File: src/rtl/shift_sequencer.sv
// ---------------------------------------------------------------------------
// shift_sequencer
//
// Multi-cycle shift unit for the multi-cycle CPU datapath. It performs SLL,
// SRL, SRA and ROTR on a 32-bit operand, one position per clock, under a
// start/busy/done handshake.
//
// Optional feature: define SHIFT_SEQ_DOUBLE_STEP_EN to shift two positions
// per cycle while at least two positions remain. Results and handshake are
// identical in both builds; only the latency differs.
//
// Ports:
//   clk_i    - clock, all state updates on the rising edge
//   rst_i    - synchronous active-high reset
//   start_i  - request, sampled only in IDLE
//   op_i     - 00 SLL, 01 SRL, 10 SRA, 11 ROTR
//   data_i   - operand, captured with start_i
//   shamt_i  - shift amount 0..31, captured with start_i
//   busy_o   - high whenever the controller is not in IDLE
//   done_o   - one-cycle pulse in the DONE state
//   data_o   - result register, holds the last completed result
// ---------------------------------------------------------------------------
module shift_sequencer #(
    parameter int DATA_WIDTH  = 32,
    parameter int SHAMT_WIDTH = 5
) (
    input  logic                   clk_i,
    input  logic                   rst_i,
    input  logic                   start_i,
    input  logic [1:0]             op_i,
    input  logic [DATA_WIDTH-1:0]  data_i,
    input  logic [SHAMT_WIDTH-1:0] shamt_i,
    output logic                   busy_o,
    output logic                   done_o,
    output logic [DATA_WIDTH-1:0]  data_o
);

    typedef enum logic [1:0] {
        IDLE  = 2'b00,
        SHIFT = 2'b01,
        DONE  = 2'b10
    } state_t;

    state_t                 state_q, state_d;
    logic [DATA_WIDTH-1:0]  work_q,  work_d;
    logic [SHAMT_WIDTH-1:0] count_q, count_d;
    logic [1:0]             op_q,    op_d;
    logic [DATA_WIDTH-1:0]  data_q,  data_d;

    // One single-position step of the selected operation.
    function automatic logic [DATA_WIDTH-1:0] step_one(
        input logic [1:0]            op,
        input logic [DATA_WIDTH-1:0] w
    );
        logic [DATA_WIDTH-1:0] r;
        case (op)
            2'b00:   r = {w[DATA_WIDTH-2:0], 1'b0};
            2'b01:   r = {1'b0, w[DATA_WIDTH-1:1]};
            2'b10:   r = {w[DATA_WIDTH-1], w[DATA_WIDTH-1:1]};
            default: r = {w[0], w[DATA_WIDTH-1:1]};
        endcase
        step_one = r;
    endfunction

    // State register and datapath registers.
    always_ff @(posedge clk_i) begin
        if (rst_i) begin
            state_q <= IDLE;
            work_q  <= '0;
            count_q <= '0;
            op_q    <= '0;
            data_q  <= '0;
        end else begin
            state_q <= state_d;
            work_q  <= work_d;
            count_q <= count_d;
            op_q    <= op_d;
            data_q  <= data_d;
        end
    end

    // Next-state logic of the controller.
    always_comb begin
        state_d = state_q;
        case (state_q)
            IDLE:    if (start_i) state_d = SHIFT;
            SHIFT:   if (count_q == '0) state_d = DONE;
            DONE:    state_d = IDLE;
            default: state_d = IDLE;
        endcase
    end

    // Datapath updates steered by the current state. The result register is
    // only written on the transition into DONE so it stays stable between
    // completions.
    always_comb begin
        work_d  = work_q;
        count_d = count_q;
        op_d    = op_q;
        data_d  = data_q;
        case (state_q)
            IDLE: begin
                if (start_i) begin
                    work_d  = data_i;
                    count_d = shamt_i;
                    op_d    = op_i;
                end
            end
            SHIFT: begin
                if (count_q == '0) begin
                    data_d = work_q;
`ifdef SHIFT_SEQ_DOUBLE_STEP_EN
                end else if (count_q >= SHAMT_WIDTH'(2)) begin
                    // Two chained single steps give the correct two-position
                    // result for every op, including rotate and sign fill.
                    work_d  = step_one(op_q, step_one(op_q, work_q));
                    count_d = count_q - SHAMT_WIDTH'(2);
`endif
                end else begin
                    work_d  = step_one(op_q, work_q);
                    count_d = count_q - SHAMT_WIDTH'(1);
                end
            end
            default: begin
            end
        endcase
    end

    // Moore outputs decoded from the state register.
    always_comb begin
        busy_o = (state_q != IDLE);
        done_o = (state_q == DONE);
        data_o = data_q;
    end

endmodule

File: config.mk
export PLATFORM = sky130hd
export DESIGN_NAME = shift_sequencer
export DESIGN_NICKNAME = d
export VERILOG_FILES = /design/src/rtl/shift_sequencer.sv
export SDC_FILE = /design/constraint.sdc
export NUM_CORES = 1
export LEC_CHECK = 0
export CAP_MARGIN = 20
export CORE_MARGIN = 10
export CORE_UTILIZATION = 30
export CTS_BUF_LIST = sky130_fd_sc_hd__clkbuf_2 sky130_fd_sc_hd__clkbuf_4 sky130_fd_sc_hd__clkbuf_8
export CTS_CLUSTER_SIZE = 20
export DETAILED_ROUTE_END_ITERATION = 8
export DONT_BUFFER_PORTS = 1
export HOLD_SLACK_MARGIN = 0.02
export PLACE_DENSITY = 0.42
export SETUP_SLACK_MARGIN = 0.02
export SYNTH_ARGS = -nofsm -noshare
export SYNTH_HDL_FRONTEND = slang
export SYNTH_SLANG_ARGS = --single-unit
File: constraint.sdc
create_clock -name clk_i -period 1.9 [get_ports clk_i]
set_clock_uncertainty 0.15 [all_clocks]
set_input_delay 0.38 -clock clk_i [delete_from_list [all_inputs] [get_ports clk_i]]
set_output_delay 0.38 -clock clk_i [all_outputs]
set_load 0.02 [all_outputs]
==> results.md <==
| Result | Reported |
|---|---|
| Maximum number of pins on one net before global-route repair | 70 |
| Clock Pin Slew Worst Setup and Hold Paths | 0.08 ns |
| Count of vias placed by the detailed router | 3156 |
| Cells after synthesis | 423 |
| Dominant synthesized flop cell | dfxtp_1 |
| Final setup violation count | 0 |
| Detailed Place HPWL | 7252 µm |
| Worst-case reg-to-reg path depth | 7 |
| Share of synthesized area occupied by flip-flops and latches | 41.23% |
| Setup repair after global routing missed its margin | yes |
| Cell types with the highest counts after synthesis | 73 x dfxtp_1, 51 x o21ai_0, 36 x a21oi_1, 36 x inv_1 |
| Layout cell share with drive strength beyond 1 | 15.90% |
| Maximum vdd drop | 527.1 µV |
| WHS Endpoint | count_q[1] |
| Required arrival time at the worst endpoint | 2.00 ns |
| Die Outline Area | 16560 µm² |
| Outcome | complete, no violations |
| Post-DP Area | 3741 µm² |
| Setup crit start kind | register |
| Final Total Pwr | 5.482 mW |
| Bufs and invs on worst path | 3 |
| Slowest stage cell, crit path | or3b_4 |
| Number of pins with negative max-slew slack in the final report | 0 |
| Final Hold Fails | 0 |
| Multi-input combinational cell area | 1802 µm² |
| Diode count | 0 |
| Synth top area share | 41.23% |
| Worst flop-to-flop path endpoint | work_q[13] |
| Via-to-Cell Ratio | 5.656 |
| Min-Delay Path Class | in -> reg |
| Worst slew margin | 77.54% |
| Top-Level Pins | 76 |
| Post-synthesis share of cell area spent on full adders, half adders and majority gates | 0.3530% |
| Number of port buffers | 0 |
| GRT Util Overall | 13.59% |
| Fraction of synthesized cell area in xor and xnor cells | 0% |
| Pleak | 1.355 nW |
| Layout Area Growth over Synthesis | 15.04% |
| Initial standard-cell utilization of the core | 30.78% |
| Insertion delay of the later-clocked pin in the worst-skew pair | 0.37 ns |
| Antenna violations before repair | 0 |
| Number of max-capacitance violations reported | 0 |
| CTS tree | built |
| Wire length reported by the detailed router | 11270 µm |
| Nature of the critical path endpoint | register |
| Dominant combinational cell family by area after synthesis | compound AO/OA/AOI/OAI gates |
| Syn Std Cell Area | 3545 µm² |
| Rows | 39 |
| Combined flip-flop and latch cell area | 1468 µm² |
| Tmin final | 1.879 ns |
| Reg2reg setup slack | 0.02 ns |
| Number of detailed-routing iterations run before antenna repair | 5 |
| Number of synthesized flops with an enable pin | 0 |
| Cells along the critical path | inv_2 -> ha_4 -> or3b_4 -> o311ai_4 -> buf_6 -> buf_12 -> o32ai_1 |
| Cells taking the most area after synthesis | dfxtp_1 41%, o311a_1 8.8%, o21ai_0 7.2% |
| H-tree levels | 3 |
| Longest individual stage delay on the worst path | 0.39 ns |
| Worst reg2reg path startpoint | count_q[1] |
| Number of nets in the layout | 456 |
| Cell with the most instances after synthesis | dfxtp_1 |
| Routed WL per cell | 20.19 µm |
| Largest delay share family, worst path | buffers and inverters |
| Final std cell area, no fill | 4078 µm² |
| Worst Min Path Start | shamt_i[1] |
| Class of the most critical setup path | reg -> reg |
| TritonCTS sink count | 73 |
| Hold-critical path depth | 2 |
| Number of buffers created by CTS | 9 |
| Upper clock frequency limit | 532.2 MHz |
| Synthesis warning total | 0 |
| Synth Area in Compound Gates | 34.35% |
| Vertical die dimension | 128.7 µm |
| Arr. time, crit path | 1.98 ns |
| Initial drt markers | 231 |
| Slew at the pin closest to its max-slew limit | 0.3355 ns |
| Core ar. | 11520 µm² |
| Count of state elements after synthesis | 73 |
| Post-Syn Area per Cell | 8.380 µm² |
| Largest area contributor in the netlist | dfxtp_1 |
| FFs w/ async S/R, synth | 0% |
| Global placement routability congestion | 0.7574 |
| Root buffer cell | clkbuf_8 |
| Final TNS setup | 0 ns |
| Gr ovfl total | 0 |
| Pwr per Cell Area | 1344 nW/µm² |
| Fill count | 1214 |
| Proportion of synthesized area in mux cells | 0.5648% |
| Clk buf depth | 2 |
| Drc violations | 0 |
| Die W | 128.7 µm |
| Final worst-path cycle share | 98.90% |
| Synth Area in Simple Gates | 13.27% |
| Syn Nets | 466 |
| Synth cell types | 42 |
| First-pass GRT wire length | 17730 µm |
| Critical Path Fanout Max | 11 |
| Detail Route Antenna Nets | 0 |
| Number of global-route vias before repair | 3056 |
## metal layers
| metal | global-route usage, % | wire length, µm | vias up | share of wire [%] |
|---|---|---|---|---|
| li1 | - | - | 1549 | - |
| met1 | 17.76 | 5498 | 1512 | 49 |
| met2 | 19.33 | 4736 | 81 | 42 |
| met3 | 5.708 | 832 | 14 | 7.4 |
| met4 | 5.418 | 198 | 0 | 1.8 |
| met5 | 0 | 0 | - | 0 |
## per-stage QoR
stage	cells	setup WS (ns)	hold WS [ns]	utilization [%]
2_1_floorplan	423	0.02310	0.3032	-
3_3_place_gp	539	0.01556	0.3093	32.49
3_5_place_dp	539	-0.02037	0.3091	32.49
4_1_cts	557	-0.02508	0.03504	34.68
5_1_grt	558	-0.04461	0.04404	35.41
6_report	558	0.02097	0.05079	35.41
## flip-flops by register name, indices dropped and copies added, names as in the netlist
signal   count
op_q         2
data_o      32
state_q      2
count_q      5
work_q      32
## worst max-delay path by stage
stage / endpoint / cells after the start / slack (ns) / startpoint
2_1_floorplan: work_q[16] / 6 / 0.02 / count_q[0]
3_3_place_gp: work_q[15] / 6 / 0.02 / count_q[0]
3_5_place_dp: data_o[14] / 6 / -0.02 / count_q[0]
4_1_cts: work_q[7] / 7 / -0.03 / count_q[1]
5_1_grt: count_q[2] / 7 / -0.04 / count_q[1]
6_report: work_q[13] / 7 / 0.02 / count_q[1]
## report_power, final
| part | leakage, nW | total [mW] | switching (mW) | internal, mW |
|---|---|---|---|---|
| combinational | 0.673 | 2.27 | 1.33 | 0.938 |
| sequential | 0.597 | 2.12 | 0.297 | 1.83 |
| clock | 0.0850 | 1.09 | 0.573 | 0.516 |
| total | 1.35 | 5.48 | 2.20 | 3.28 |
## area by class of cell
| cell class | count | share of cell area [%] |
|---|---|---|
| Tap cell | 143 | 4.388 |
| Clock inverter | 1 | 0.1227 |
| Timing Repair Buffer | 27 | 8.254 |
| Multi-Input combinational cell | 266 | 44.19 |
| Clock buffer | 12 | 3.743 |
| Sequential cell | 73 | 35.99 |
| Inverter | 36 | 3.314 |
## layout by cell type, fill, tap and decap left out, types with 2 or more instances in the layout
master and count:
a21oi_1 36, a311o_1 2, buf_12 7, buf_4 15, clkbuf_4 2, clkbuf_8 10, dfxtp_1 68, dfxtp_2 5
dlygate4sd3_1 2, inv_1 34, inv_2 2, mux2i_1 2, nand2_1 4, nand2b_1 4, nand3_1 33, nor2_1 33
nor3_1 3, nor3b_1 2, o21ai_0 48, o21ai_1 15, o22ai_1 2, o311a_1 31, o32ai_1 24, o32ai_2 5
## cell families (layout without fill, tap and decap cells)
| group | count (synthesis) | count (layout) |
|---|---|---|
| flip-flops | 73 | 73 |
| buffers and inverters | 84 | 76 |
| multiplexers | 2 | 2 |
| adder cells (fa/ha/maj) | 1 | 1 |
| AO/OA/AOI/OAI | 174 | 174 |
| AND/OR/NAND/NOR | 89 | 89 |
## timing repair
action                                 CTS  global route
gates resized for setup                  8            12
buffers inserted                         1             0
pin swaps                                1             6
endpoints found under the hold margin   37             0
setup endpoints to repair               51            42
hold buffers                             3             0
cloned                                   1             1
Power figures use the tool's default switching activity.
